## src/rtl/hangman_pkg.sv

```systemverilog
// Shared encodings, screen geometry and colour table for the hangman draw path.
package hangman_pkg;

  localparam int unsigned SLOTS      = 6;
  localparam int unsigned CODE_W     = 5;
  localparam int unsigned WORD_W     = SLOTS * CODE_W;
  localparam int unsigned LETTERS    = 26;
  localparam int unsigned GLYPH_W    = 64;
  localparam int unsigned X_W        = 9;
  localparam int unsigned Y_W        = 8;
  localparam int unsigned COLOUR_W   = 3;

  localparam int unsigned SLOT_X0    = 16;
  localparam int unsigned SLOT_PITCH = 48;
  localparam int unsigned SLOT_Y     = 112;
  localparam int unsigned SCREEN_W   = 320;
  localparam int unsigned SCREEN_H   = 240;

  localparam logic [CODE_W-1:0]   DASH_CODE   = 5'd26;
  localparam logic [CODE_W-1:0]   CODE_UNUSED = 5'd27;
  localparam logic [COLOUR_W-1:0] FG_COLOUR   = 3'b000;

  typedef enum logic [1:0] {
    GS_START    = 2'd0,
    GS_INGAME   = 2'd1,
    GS_WINGAME  = 2'd2,
    GS_LOSTGAME = 2'd3
  } game_state_e;

  function automatic logic [COLOUR_W-1:0] bg_colour(input game_state_e gs);
    case (gs)
      GS_START:   return 3'b000;
      GS_INGAME:  return 3'b111;
      GS_WINGAME: return 3'b010;
      default:    return 3'b100;
    endcase
  endfunction

endpackage

```

## src/rtl/draw_raster_counter.sv

```systemverilog
// Full-screen x/y raster counter: x inner, y outer, wraps to (0,0) after the last pixel.
module draw_raster_counter
  import hangman_pkg::*;
#(
  parameter int unsigned WIDTH  = SCREEN_W,
  parameter int unsigned HEIGHT = SCREEN_H
) (
  input  logic           clk,
  input  logic           reset,
  input  logic           restart,
  input  logic           en,
  output logic [X_W-1:0] x,
  output logic [Y_W-1:0] y,
  output logic           last_c
);

  localparam logic [X_W-1:0] X_MAX = X_W'(WIDTH - 1);
  localparam logic [Y_W-1:0] Y_MAX = Y_W'(HEIGHT - 1);

  assign last_c = (x == X_MAX) && (y == Y_MAX);

  always_ff @(posedge clk) begin
    if (reset || restart) begin
      x <= '0;
      y <= '0;
    end else if (en) begin
      if (x == X_MAX) begin
        x <= '0;
        y <= (y == Y_MAX) ? '0 : y + 1'b1;
      end else begin
        x <= x + 1'b1;
      end
    end
  end

endmodule

```

## src/rtl/hangman_draw_ctrl.sv

```systemverilog
// Draw scheduler: clears the screen on game_state changes and redraws the six word-slot
// glyphs on mask changes, one pixel write per cycle through a single plot port.
module hangman_draw_ctrl
  import hangman_pkg::*;
#(
  parameter int unsigned DISP_W      = SCREEN_W,
  parameter int unsigned DISP_H      = SCREEN_H,
  parameter int unsigned SLOT_X_ORG  = SLOT_X0,
  parameter int unsigned SLOT_X_STEP = SLOT_PITCH,
  parameter int unsigned SLOT_Y_ORG  = SLOT_Y
) (
  input  logic                clk,
  input  logic                reset,
  input  logic [1:0]          game_state,
  input  logic [WORD_W-1:0]   word,
  input  logic [LETTERS-1:0]  mask,
  output logic [CODE_W-1:0]   rom_addr,
  input  logic [GLYPH_W-1:0]  rom_q,
  output logic [X_W-1:0]      vga_x,
  output logic [Y_W-1:0]      vga_y,
  output logic [COLOUR_W-1:0] vga_colour,
  output logic                vga_plot,
  output logic                busy
);

  typedef enum logic [2:0] {
    S_IDLE, S_CLEAR, S_SCAN, S_FETCH, S_WAIT, S_DRAW
  } state_e;

  state_e               state;
  game_state_e          cur_gs;
  logic [LETTERS-1:0]   prev_mask;
  logic                 redraw_pending;
  logic [2:0]           slot;
  logic [5:0]           pix;
  logic [GLYPH_W-1:0]   glyph;

  logic                 state_chg_c;
  logic                 mask_chg_c;
  logic [4:0]           code_lsb_c;
  logic [CODE_W-1:0]    code_c;
  logic [31:0]          mask_ext_c;
  logic                 reveal_c;
  logic [COLOUR_W-1:0]  bg_c;
  logic [X_W-1:0]       slot_x_c;
  logic                 slot_done_c;
  logic [X_W-1:0]       rx;
  logic [Y_W-1:0]       ry;
  logic                 raster_last_c;

  assign state_chg_c = (game_state_e'(game_state) != cur_gs);
  assign mask_chg_c  = (mask != prev_mask);
  assign code_lsb_c  = 5'(CODE_W * 32'(slot));
  assign code_c      = word[code_lsb_c +: CODE_W];
  assign mask_ext_c  = 32'(prev_mask);
  assign reveal_c    = mask_ext_c[code_c] || (cur_gs == GS_WINGAME) || (cur_gs == GS_LOSTGAME);
  assign bg_c        = bg_colour(cur_gs);
  assign slot_x_c    = X_W'(SLOT_X_ORG + SLOT_X_STEP * 32'(slot));
  assign slot_done_c = ((state == S_SCAN) && (code_c >= CODE_UNUSED)) ||
                       ((state == S_DRAW) && (pix == 6'd63));

  draw_raster_counter #(
    .WIDTH  (DISP_W),
    .HEIGHT (DISP_H)
  ) u_raster (
    .clk     (clk),
    .reset   (reset),
    .restart (state_chg_c),
    .en      ((state == S_CLEAR) && !state_chg_c),
    .x       (rx),
    .y       (ry),
    .last_c  (raster_last_c)
  );

  always_ff @(posedge clk) begin
    if (reset) begin
      state          <= S_CLEAR;
      cur_gs         <= game_state_e'(game_state);
      prev_mask      <= mask;
      redraw_pending <= 1'b0;
      slot           <= '0;
      pix            <= '0;
      glyph          <= '0;
      rom_addr       <= '0;
      vga_x          <= '0;
      vga_y          <= '0;
      vga_colour     <= '0;
      vga_plot       <= 1'b0;
      busy           <= 1'b1;
    end else begin
      vga_plot  <= 1'b0;
      busy      <= 1'b1;
      prev_mask <= mask;
      if (state_chg_c) begin
        // A game_state change aborts whatever is in flight and restarts the clear.
        state          <= S_CLEAR;
        cur_gs         <= game_state_e'(game_state);
        redraw_pending <= 1'b0;
      end else begin
        if (mask_chg_c && (state inside {S_SCAN, S_FETCH, S_WAIT, S_DRAW}))
          redraw_pending <= 1'b1;
        case (state)
          S_IDLE: begin
            busy <= 1'b0;
            if (mask_chg_c && (cur_gs == GS_INGAME)) begin
              state <= S_SCAN;
              slot  <= '0;
              busy  <= 1'b1;
            end
          end
          S_CLEAR: begin
            vga_x      <= rx;
            vga_y      <= ry;
            vga_colour <= bg_c;
            vga_plot   <= 1'b1;
            if (raster_last_c) begin
              slot <= '0;
              if (cur_gs == GS_START) begin
                state <= S_IDLE;
                busy  <= 1'b0;
              end else begin
                state <= S_SCAN;
              end
            end
          end
          S_SCAN: begin
            if (code_c < CODE_UNUSED) begin
              rom_addr <= reveal_c ? code_c : DASH_CODE;
              state    <= S_FETCH;
            end
          end
          S_FETCH: state <= S_WAIT;
          S_WAIT: begin
            glyph <= rom_q;
            pix   <= '0;
            state <= S_DRAW;
          end
          S_DRAW: begin
            vga_x      <= slot_x_c + X_W'(pix[2:0]);
            vga_y      <= Y_W'(SLOT_Y_ORG) + Y_W'(pix[5:3]);
            vga_colour <= glyph[pix] ? FG_COLOUR : bg_c;
            vga_plot   <= 1'b1;
            pix        <= pix + 1'b1;
          end
          default: state <= S_IDLE;
        endcase

        // Slot finished (skipped or drawn): advance, or close the pass.
        if (slot_done_c) begin
          if (slot == 3'(SLOTS - 1)) begin
            slot           <= '0;
            redraw_pending <= 1'b0;
            if (redraw_pending || mask_chg_c) begin
              state <= S_SCAN;
            end else begin
              state <= S_IDLE;
              busy  <= 1'b0;
            end
          end else begin
            slot  <= slot + 1'b1;
            state <= S_SCAN;
          end
        end
      end
    end
  end

endmodule

```

## config.mk

```make
export PLATFORM = sky130hd
export DESIGN_NAME = hangman_draw_ctrl
export DESIGN_NICKNAME = d
export VERILOG_FILES = /design/src/rtl/hangman_pkg.sv /design/src/rtl/draw_raster_counter.sv /design/src/rtl/hangman_draw_ctrl.sv
export SDC_FILE = /design/constraint.sdc
export NUM_CORES = 1
export LEC_CHECK = 0
export CORE_ASPECT_RATIO = 0.7
export CORE_UTILIZATION = 55
export DETAILED_ROUTE_END_ITERATION = 16
export PLACE_DENSITY_LB_ADDON = 0.05
export REMOVE_ABC_BUFFERS = 1
export SLEW_MARGIN = 15
export SYNTH_ARGS = -nofsm -noshare
export SYNTH_HDL_FRONTEND = slang
export SYNTH_SLANG_ARGS = --single-unit
```

## constraint.sdc

```tcl
create_clock -name clk -period 9.8 [get_ports clk]
set_clock_uncertainty 0.15 [all_clocks]
set_input_delay 2.45 -clock clk [delete_from_list [all_inputs] [get_ports clk]]
set_output_delay 2.45 -clock clk [all_outputs]
set_load 0.005 [all_outputs]
```

; ---- Word level (Yosys, flattened, before mapping)
; Index checks and enable logic that the tools add are counted.
[word_totals]
ff_bits = 149
word_cells = 115
[op_classes]
addsub = 7
mul = 2
n_lt_le_gt_ge = 4
n_eq_ne = 18
n_shift = 1
mux = 39
bitwise_logic = 1
n_reduce_logical = 28
[ops]
columns = operator, count
row1 = 2-to-1 mux 3 bit, 10
row2 = indexed part select 30 x 6 -> 5 bit, 1
row3 = inequality test 26 bit, 1
row4 = case mux 3 bit (6 select lines), 1
row5 = case mux 9 bit (2 select lines), 1
row6 = case mux 8 bit (2 select lines), 1
row7 = 2-to-1 mux 1 bit, 12
row8 = case mux 3 bit (2 select lines), 2
row9 = case mux 6 bit (2 select lines), 1
row10 = "adder 5 x 9 -> 9 bit, first input constant", 1
row11 = "adder 9 x 1 -> 9 bit, second input constant", 1
row12 = adder 9 x 3 -> 9 bit, 1
row13 = "equality test 3 bit, second input constant", 3
row14 = "equality test 9 bit, second input constant", 1
row15 = 2-to-1 mux 9 bit, 1
row16 = case mux 3 bit (3 select lines), 1
row17 = "adder 7 x 3 -> 8 bit, first input constant", 1
row18 = "adder 8 x 1 -> 8 bit, second input constant", 1
row19 = "equality test 8 bit, second input constant", 1
row20 = 2-to-1 mux 2 bit, 4
row21 = 2-to-1 mux 8 bit, 1
row22 = AND reduction 2 bit, 4
row23 = AND reduction 4 bit, 2
row24 = "< comparator 6 x 7 -> 1 bit, second input constant", 1
row25 = 31 further kinds, 46

; ---- Longest topological paths before layout
; Gate-level depths: netlist of the first run.
[logic_depth]
depth_word = 7
depth_mapped = 14

; ---- Cells and area by module
; A second synthesis of the first run with hierarchy kept.
[hier_totals]
hier_cells = 860
area_unflattened_um2 = 8042.7
[modules_own_cells]
columns = module, n_inst, cells_each, area_per_inst_um2, seq_area_each_um2
row1 = hangman_draw_ctrl, 1, 759, 7194.4, 2662.6
row2 = draw_raster_counter, 1, 101, 848.3, 340.3

; ---- Worst setup path after synthesis of the first run
; Ideal clock, no wire load.
[synth_timing]
path_type = in2reg
from = input port game_state[1]
to = register u_raster.y[7]
arrival_ns = 4.778
required_ns = 9.579
setup_slack_ns = 4.801
cell_stages = 9
cell_sequence = xor2_1 or4_1 clkbuf_1 nor2_1 nand2_1 nor3b_2 nand4_1 or3_1 a21oi_1
[synth_via]
elab_chain_cells = 4
elab_cells_between_ends = 5
[synth_lines]
columns = item, line
row1 = "start, declared", hangman_draw_ctrl.sv:14  ; input logic [1:0] game_state,
row2 = inequality test 2 bit (*), hangman_draw_ctrl.sv:51  ; assign state_chg_c = (game_state_e'(game_state) != cur_gs);
row3 = zero test 1 bit, hangman_draw_ctrl.sv:69  ; .en ((state == S_CLEAR) && !state_chg_c),
row4 = logical AND 1 bit, hangman_draw_ctrl.sv:69
row5 = AND reduction 2 bit (no line), --
row6 = "end signal, assigned", draw_raster_counter.sv:29  ; y <= (y == Y_MAX) ? '0 : y + 1'b1;
row7 = "end, declared", draw_raster_counter.sv:13  ; output logic [Y_W-1:0] y,
; Mark *: on every way between the ends. The rest lies on a longest branch, timed or not.
; A chain may end at the register's enable or synchronous reset.

; ---- Worst setup path after layout of the first run
; Same ends and word-level chain as after synthesis.

==> metrics.md, run 1 <==
| Metric | Value |
|---|---|
| Number of fill cells | `between 1000 and 1500` |
| Reg area | `around 3000 um2` |
| CTS clk-pin slew, worst paths | `around 0.060 ns` |
| Die area | `between 10000 and 15000 um2` |
| WS Path Type | `in -> reg` |
| Syn Std Cell Area | `a little under 8000 um2` |
| Leakage | `roughly 3.4 nW` |
| Nets | `1098` |
| Crit-path max cell delay | `just over 0.8 ns` |
| CTS tree | `done` |
| Max_cap viols | `0` |
| Layout cells sized above 1 | `10.8%` |
| Final Hold Vio Count | `0` |
| Synth unique cells | `70` |
| Synth warn | `0` |
| Cell row count | `35` |
| Largest net degree at the start of global routing | `74` |
| Buf/Inv on CP | `1` |
| Worst slew margin | `between 15 and 20%` |
| Wirelength per Cell | `roughly 17 um` |
| Synth Flop Type | `dfxtp_1` |
| Peak VDD IR | `~0.12 mV` |
| Yosys reg bits | `between 100 and 150` |
| Core area | `~13000 um2` |
| Min Tclk post-route | `between 5 and 6 ns` |
| Synth Area per Inst | `roughly 9 um2` |
| Crit-path slowest cell | `or4_1` |
| Clk Latency, worst-skew pair | `0.42 ns` |
| GR Util All Layers | `29.0%` |
| Initial antenna violation count | `0` |
| Critical path's top delay family | `simple AND/OR/NAND/NOR gates` |
| RSZ-0062 raised after global routing | `no` |
| First-pass GRT wire length | `32400 um` |
| Post-CTS Hold Buffers | `0` |
| Arr. time, crit path | `5.86 ns` |
| Starting Density | `between 50 and 60%` |
| Drt pass-1 iters | `5` |
| Ys async rst share | `0%` |
| Clk buf depth | `2` |
| RD Place Congestion | `0.876` |
| I/O Buffers | `150` |
| Layout area overhead | `27.0%` |
| Die Y | `101 um` |
| Multi-input combinational cell area | `4480 um2` |
| Final Max Slew Viols | `0` |
| CTS root buffer | `clkbuf_16` |
| Number of CTS-inserted buffers | `17` |
| Crit path required time | `9.99 ns` |
| Dominant cell type by area after synthesis | `dfxtp_1` |
| Vias | `6753` |
| Sink Count | `about 150` |
| Slew at the pin with the worst max-slew slack | `1.22 ns` |
| Grt ovf | `0` |
| Vias/cell | `5.84` |
| Ranking of synthesized cells by area | `dfxtp_1, mux4_2, nand2_1` |
| Io pins | `approximately 150` |
| Min-Delay Path Class | `reg -> reg` |
| Post-route ant nets | `0` |
| Post-Syn Instances | `839` |
| Synth top area share | `a little under two fifths` |
| CP Cell Sequence | `clkdlybuf4s50_1, xor2_1, or4_1, nor2_1, nand2_1, nor3b_2, nand4_1, or3_1, a21oi_1` |
| DRC viols | `0` |
| H-tree depth | `4` |
| Commonest cells in the synthesized netlist | `nand2_1, dfxtp_1, a21oi_1` |
| Post-CTS Repair Setup Buffers | `0` |
| Worst-path fanout max | `18` |
| Run status | `completed` |
| Startpoint types | `input port` |
| Post-cts resize count | `0` |
| Power Density | `~140 nW/um2` |
| Antenna diode count | `0` |
| Die span in x | `between 100 and 150 um` |
| Routed wire length | `slightly above 20000 um` |
| Most frequent cell after synthesis | `nand2_1` |
| Fmax | `roughly 0.18 GHz` |
| Final period util | `a little under 60%` |
| Dpl hpwl | `14400 um` |
| Post-synth EDFFs | `2` |
| Setup Viol. Count Final | `0` |
| Fin Hold WS | `between 0.3 and 0.4 ns` |
| Sequential share of the synthesized area | `38.7%` |
| Finished Core Util | `between 70% and 80%` |
| CP Capture Type | `flop` |
| Drt first-iter violations | `~510` |
| Setup TNS | `0 ns` |
| Vias in the first global route | `6461` |
==> per-layer routing <==
| metal | vias to the layer above | GRT usage [%] | part of all wire, % |
|---|---|---|---|
| met5 | - | 0 | 0 |
| met3 | 20 | 6.81 | 7.3 |
| met1 | 3236 | 40.8 | 46 |
| met4 | 0 | 8.10 | 1.1 |
| li1 | 3255 | - | - |
| met2 | 242 | 44.7 | 45 |
==> final timing paths <==
kind                     startpoint                         end  slack, ns  depth (start not counted)
max                   game_state[1]  u_raster.y[7]$_SDFFE_PP0P_       4.13                          9
min          glyph[58]$_SDFFE_PP0P_      glyph[58]$_SDFFE_PP0P_       0.30                          2
max reg2reg    slot[2]$_SDFFE_PP0P_    rom_addr[4]$_SDFFE_PP0P_       5.14                         10
min reg2reg  glyph[58]$_SDFFE_PP0P_      glyph[58]$_SDFFE_PP0P_       0.30                          2
==> registers in the layout (all words and copies together) (netlist names) <==
signal          cells
prev_mask          26
vga_colour          3
vga_x               9
glyph              64
u_raster.x          9
rom_addr            5
state               3
u_raster.y          8
slot                3
busy                1
vga_y               8
pix                 6
cur_gs              2
vga_plot            1
redraw_pending      1
==> power breakdown <==
group | total (mW) | switching [mW] | internal, mW
Sequential | 0.630 | 0.00917 | 0.621
Combinational | 0.154 | 0.0667 | 0.0875
Clock | 0.610 | 0.273 | 0.337
Total | 1.39 | 0.349 | 1.05
==> cells in the final DEF (no fill, tap or decap), types with 7 or more instances in the layout <==
master / synthesis / routed
inv_1: 8 / 8
nor2_1: 60 / 59
xor2_1: 37 / 37
nor4_1: 11 / 10
dfxtp_1: 147 / 147
a21oi_1: 88 / 88
o21ai_0: 11 / 11
mux2_2: 7 / 7
clkbuf_16: 0 / 17
a311oi_1: 10 / 10
nand4_1: 9 / 9
mux2i_1: 28 / 28
nand3_1: 21 / 21
xnor2_1: 12 / 12
nor3_1: 19 / 19
ha_1: 14 / 14
clkdlybuf4s50_1: 0 / 149
nand2_1: 167 / 166
mux4_2: 46 / 46
==> worst reg2reg max path, cell delays in order, from the launching register on <==
cell and delay (ns):
dfxtp_1 0.64, ha_1 0.88, mux2_2 0.44, mux4_2 0.50, a222oi_1 0.58, clkbuf_2 0.30
nor3_1 0.07, a311o_1 0.41, nor3_4 0.18, nand2_2 0.10, a311oi_1 0.31
==> cell type report <==
cell class / count / area share, %
Timing Repair Buffer: 157 / 15.7
Sequential cell: 149 / 30.4
Multi-Input combinational cell: 623 / 45.5
Clock buffer: 18 / 4.45
Tap cell: 185 / 2.35
Inverter: 11 / 0.419
Clock inverter: 13 / 1.22
==> stage by stage <==
step,worst slack [ns],std cells,total power [mW],instance area (um2)
final,4.13,1156,1.39,9870
after global routing,3.94,1156,1.44,9870
after CTS,4.11,1155,1.40,9860
after detailed placement,3.72,1124,0.795,9300
after global placement,3.87,1124,0.791,9300
after floorplan,4.37,783,0.699,7510
==> logic make-up (layout without fill, tap and decap cells) <==
kind of cell / count (synthesis) / in the layout / share of synthesized area, %
AO/OA/AOI/OAI: 150 / 150 / 11.6
XOR/XNOR: 50 / 50 / 5.74
multiplexers: 85 / 85 / 19.0
flip-flops: 149 / 149 / 38.7
adder cells (fa/ha/maj): 15 / 15 / 2.51
AND/OR/NAND/NOR: 323 / 323 / 18.7
buffers and inverters: 67 / 199 / 3.80
Power figures use the tool's default switching activity.
==> inputs of run 2 (changes only) <==
CORE_UTILIZATION = 52   (was 55)
clock period = 5.72 ns   (was 9.8 ns; I/O delays follow)
==> run 2 against run 1 <==
  * Total power is 81% higher
  * Critical path depth is 2 higher
  * Combinational power is 72% higher
  * Core utilization is 3.3 points lower
  * Routed wire length is 1.9% lower
  * First-iteration DRC count is 6.1% higher
  * Sequential cell count stayed put
  * Register-to-register slack worse by 4.2 ns
  * Sequential share of layout area is 0.32 points lower
  * Non-clock buffer count is 3 higher
  * Sequential power is 71% higher
  * Critical path type is now reg -> reg
  * Critical endpoint is now rom_addr[4]$_SDFFE_PP0P_
  * Highest routed layer unchanged
==> metrics.md, run 2 (synthesized netlist as in run 1, its figures left out) <==
| Metric | Value |
|---|---|
| Run status | `completed` |
| Final Hold Vio Count | `0 (unchanged)` |
| Placed Instances | `1133 (+0.80%)` |
| GR peak layer | `met2` |
| Initial antenna violation count | `0 (unchanged)` |
| FF-to-FF End | `rom_addr[4]$_SDFFE_PP0P_` |
| Power Density | `253 nW/um2 (+79%)` |
| R2R depth | `11 (+1)` |
| Leakage | `3.41 nW (+1.6%)` |
| Starting Density | `54.6% (-3.2 points)` |
| CTS clk-pin slew, worst paths | `0.06 ns (about the same)` |
| Met2 Use GR | `40.3% (-4.4 points)` |
| Final period util | `approximately 84%` |
| Largest net degree at the start of global routing | `76 (+2.7%)` |
| Crit-path slowest cell | `a211oi_1` |
| Setup Viol. Count Final | `0 (unchanged)` |
| Post-cts resize count | `0 (unchanged)` |
| Sink Count | `149 (unchanged)` |
| Max FFs per register | `64 (unchanged)` |
| Wirelength per Cell | `17.0 um (-2.6%)` |
| Worst R2R Setup Slack | `0.94 ns (-4.20 ns)` |
| Startpoint types | `flop` |
| Slew at the pin with the worst max-slew slack | `1.24 ns (+0.0193 ns)` |
| Worst slew margin | `16.6% (-1.7 points)` |
| Cell row count | `36 (+2.9%)` |
| RSZ-0062 raised after global routing | `no` |
| Die area | `15400 um2 (+5.7%)` |
| Clk buf depth | `2 (unchanged)` |
| Peak VDD IR | `0.224 mV (+87%)` |
| Post-CTS Repair Setup Buffers | `0 (unchanged)` |
| Post-route ant nets | `0 (unchanged)` |
| Clk Latency, worst-skew pair | `0.43 ns (about the same)` |
| HP Start | `vga_x[6]$_SDFFE_PP0P_` |
| DRC viols | `0 (unchanged)` |
| CTS root buffer | `clkbuf_16` |
| Arr. time, crit path | `4.95 ns (-0.91 ns)` |
| Min-Delay Path Class | `reg -> reg` |
| Min Tclk post-route | `between 4 and 5 ns` |
| Nets | `1101 (+0.27%)` |
| CP Cell Sequence | `ha_1, ha_1, clkinv_1, a31oi_1, a31oi_1, a211oi_1, mux4_2, and4b_1, nor3_4, nand2_2, a311oi_1` |
| Setup TNS | `0 ns (unchanged)` |
| Layout cells sized above 1 | `11.1% (+0.26 points)` |
| Crit-path max cell delay | `1.04 ns (+0.21 ns)` |
| WS Path Type | `reg -> reg` |
| Max_cap viols | `0 (unchanged)` |
| Core area | `14200 um2 (+5.9%)` |
| Routed wire length | `19700 um (-1.9%)` |
| Most flops, register | `glyph` |
| Io pins | `151 (unchanged)` |
| I/O Buffers | `150 (unchanged)` |
| Vias | `6753 (unchanged)` |
| Final Max Slew Viols | `0 (unchanged)` |
| Dpl hpwl | `14200 um (-1.6%)` |
| Vias in the first global route | `6560 (+1.5%)` |
| Number of CTS-inserted buffers | `17 (unchanged)` |
| Worst r2r src | `slot[2]$_SDFFE_PP0P_` |
| Min-Delay Path Depth | `2 (unchanged)` |
| Most common cell after layout, fill and taps aside | `nand2_1` |
| Post-CTS Hold Buffers | `0 (unchanged)` |
| Drt first-iter violations | `539 (+6.1%)` |
| CP Capture Type | `flop` |
| Met3 usage | `6.40% (-0.41 points)` |
| Worst-path fanout max | `13 (-5)` |
| First-pass GRT wire length | `32700 um (+0.89%)` |
| RD Place Congestion | `0.949 (+8.3%)` |
| Antenna diode count | `0 (unchanged)` |
| Grt ovf | `0 (unchanged)` |
| Fin cells | `1165 (+0.78%)` |
| Layout area overhead | `28.4%` |
| Reg area | `3000 um2 (unchanged)` |
| Commonest non-fill, non-tap cells in the layout | `nand2_1, clkdlybuf4s50_1, dfxtp_1` |
| Crit path required time | `5.89 ns (-4.10 ns)` |
| CTS tree | `done` |
| Global Route met1 Usage | `38.3% (-2.5 points)` |
| Vias/cell | `5.80 (-0.77%)` |
| Number of fill cells | `1121 (+12%)` |
| H-tree depth | `4 (unchanged)` |
| Die Y | `104 um (+2.8%)` |
| Die span in x | `148 um (+2.8%)` |
| Fmax | `~0.21 GHz` |
| Regs by FF count | `glyph (64), prev_mask (26)` |
| Drt pass-1 iters | `5 (unchanged)` |
| GR Util All Layers | `26.9% (-2.1 points)` |
| Multi-input combinational cell area | `4480 um2 (unchanged)` |
| Hold Path End | `vga_x[6]$_SDFFE_PP0P_` |
[run 2: cell types whose count changed in the layout (fill, tap and decap cells not counted)]
cell        previous run  this run
buf_4                  6        10
bufinv_16              0         3
clkbuf_1               0         1
clkbuf_16             17        18
clkbuf_2               1         0
clkinv_8               1         0
clkinvlp_4             3         2
inv_6                  4         3
inv_8                  1         0
[run 2: metal layers]
layer	wire length, um	share of wire (%)
met4	269	1.4
met2	8800	45
met5	0	0
met1	9230	47
met3	1450	7.4
[run 2: how the worst max path moves through the flow]
stage	from	endpoint	slack [ns]
6_report	slot[2]$_SDFFE_PP0P_	rom_addr[4]$_SDFFE_PP0P_	0.94
5_1_grt	slot[2]$_SDFFE_PP0P_	rom_addr[4]$_SDFFE_PP0P_	0.69
4_1_cts	slot[2]$_SDFFE_PP0P_	rom_addr[4]$_SDFFE_PP0P_	1.07
3_5_place_dp	word[10]	rom_addr[4]$_SDFFE_PP0P_	0.78
3_3_place_gp	word[27]	rom_addr[3]$_SDFFE_PP0P_	0.93
2_1_floorplan	slot[0]$_SDFFE_PP0P_	rom_addr[0]$_SDFFE_PP0P_	1.11
[run 2: critical path: cells and delay by family (launching register included)]
| family | cells | cell delay [ns] |
|---|---|---|
| flops | 1 | 0.49 |
| mux | 1 | 0.41 |
| fa+ha+maj | 2 | 0.90 |
| compound gates | 4 | 1.72 |
| buf+inv | 1 | 0.44 |
| simple gates | 3 | 0.56 |
[run 2: stage by stage]
stage	area (um2)	util [%]	total power, mW	setup WS (ns)	hold WS, ns
global route	9970	70.1	2.62	0.685	0.321
CTS	9970	70.1	2.54	1.07	0.303
floorplan	7510	-	1.20	1.11	0.277
detailed placement	9340	65.6	1.36	0.784	0.295
global placement	9340	65.6	1.36	0.932	0.289
finish	9970	70.1	2.53	0.939	0.300
[run 2: area by class of cell]
type / instances / area share, %
Clock buffer: 20 / 4.69
Clock inverter: 12 / 1.67
Inverter: 11 / 0.414
Multi-Input combinational cell: 623 / 45.0
Sequential cell: 149 / 30.1
Tap cell: 190 / 2.38
Timing Repair Buffer: 160 / 15.8
[run 2: power breakdown]
part / switching, mW / internal, mW / leakage, nW
logic: 0.113 / 0.151 / 1.89
registers: 0.0160 / 1.06 / 1.22
clock network: 0.452 / 0.731 / 0.303
total: 0.582 / 1.95 / 3.41
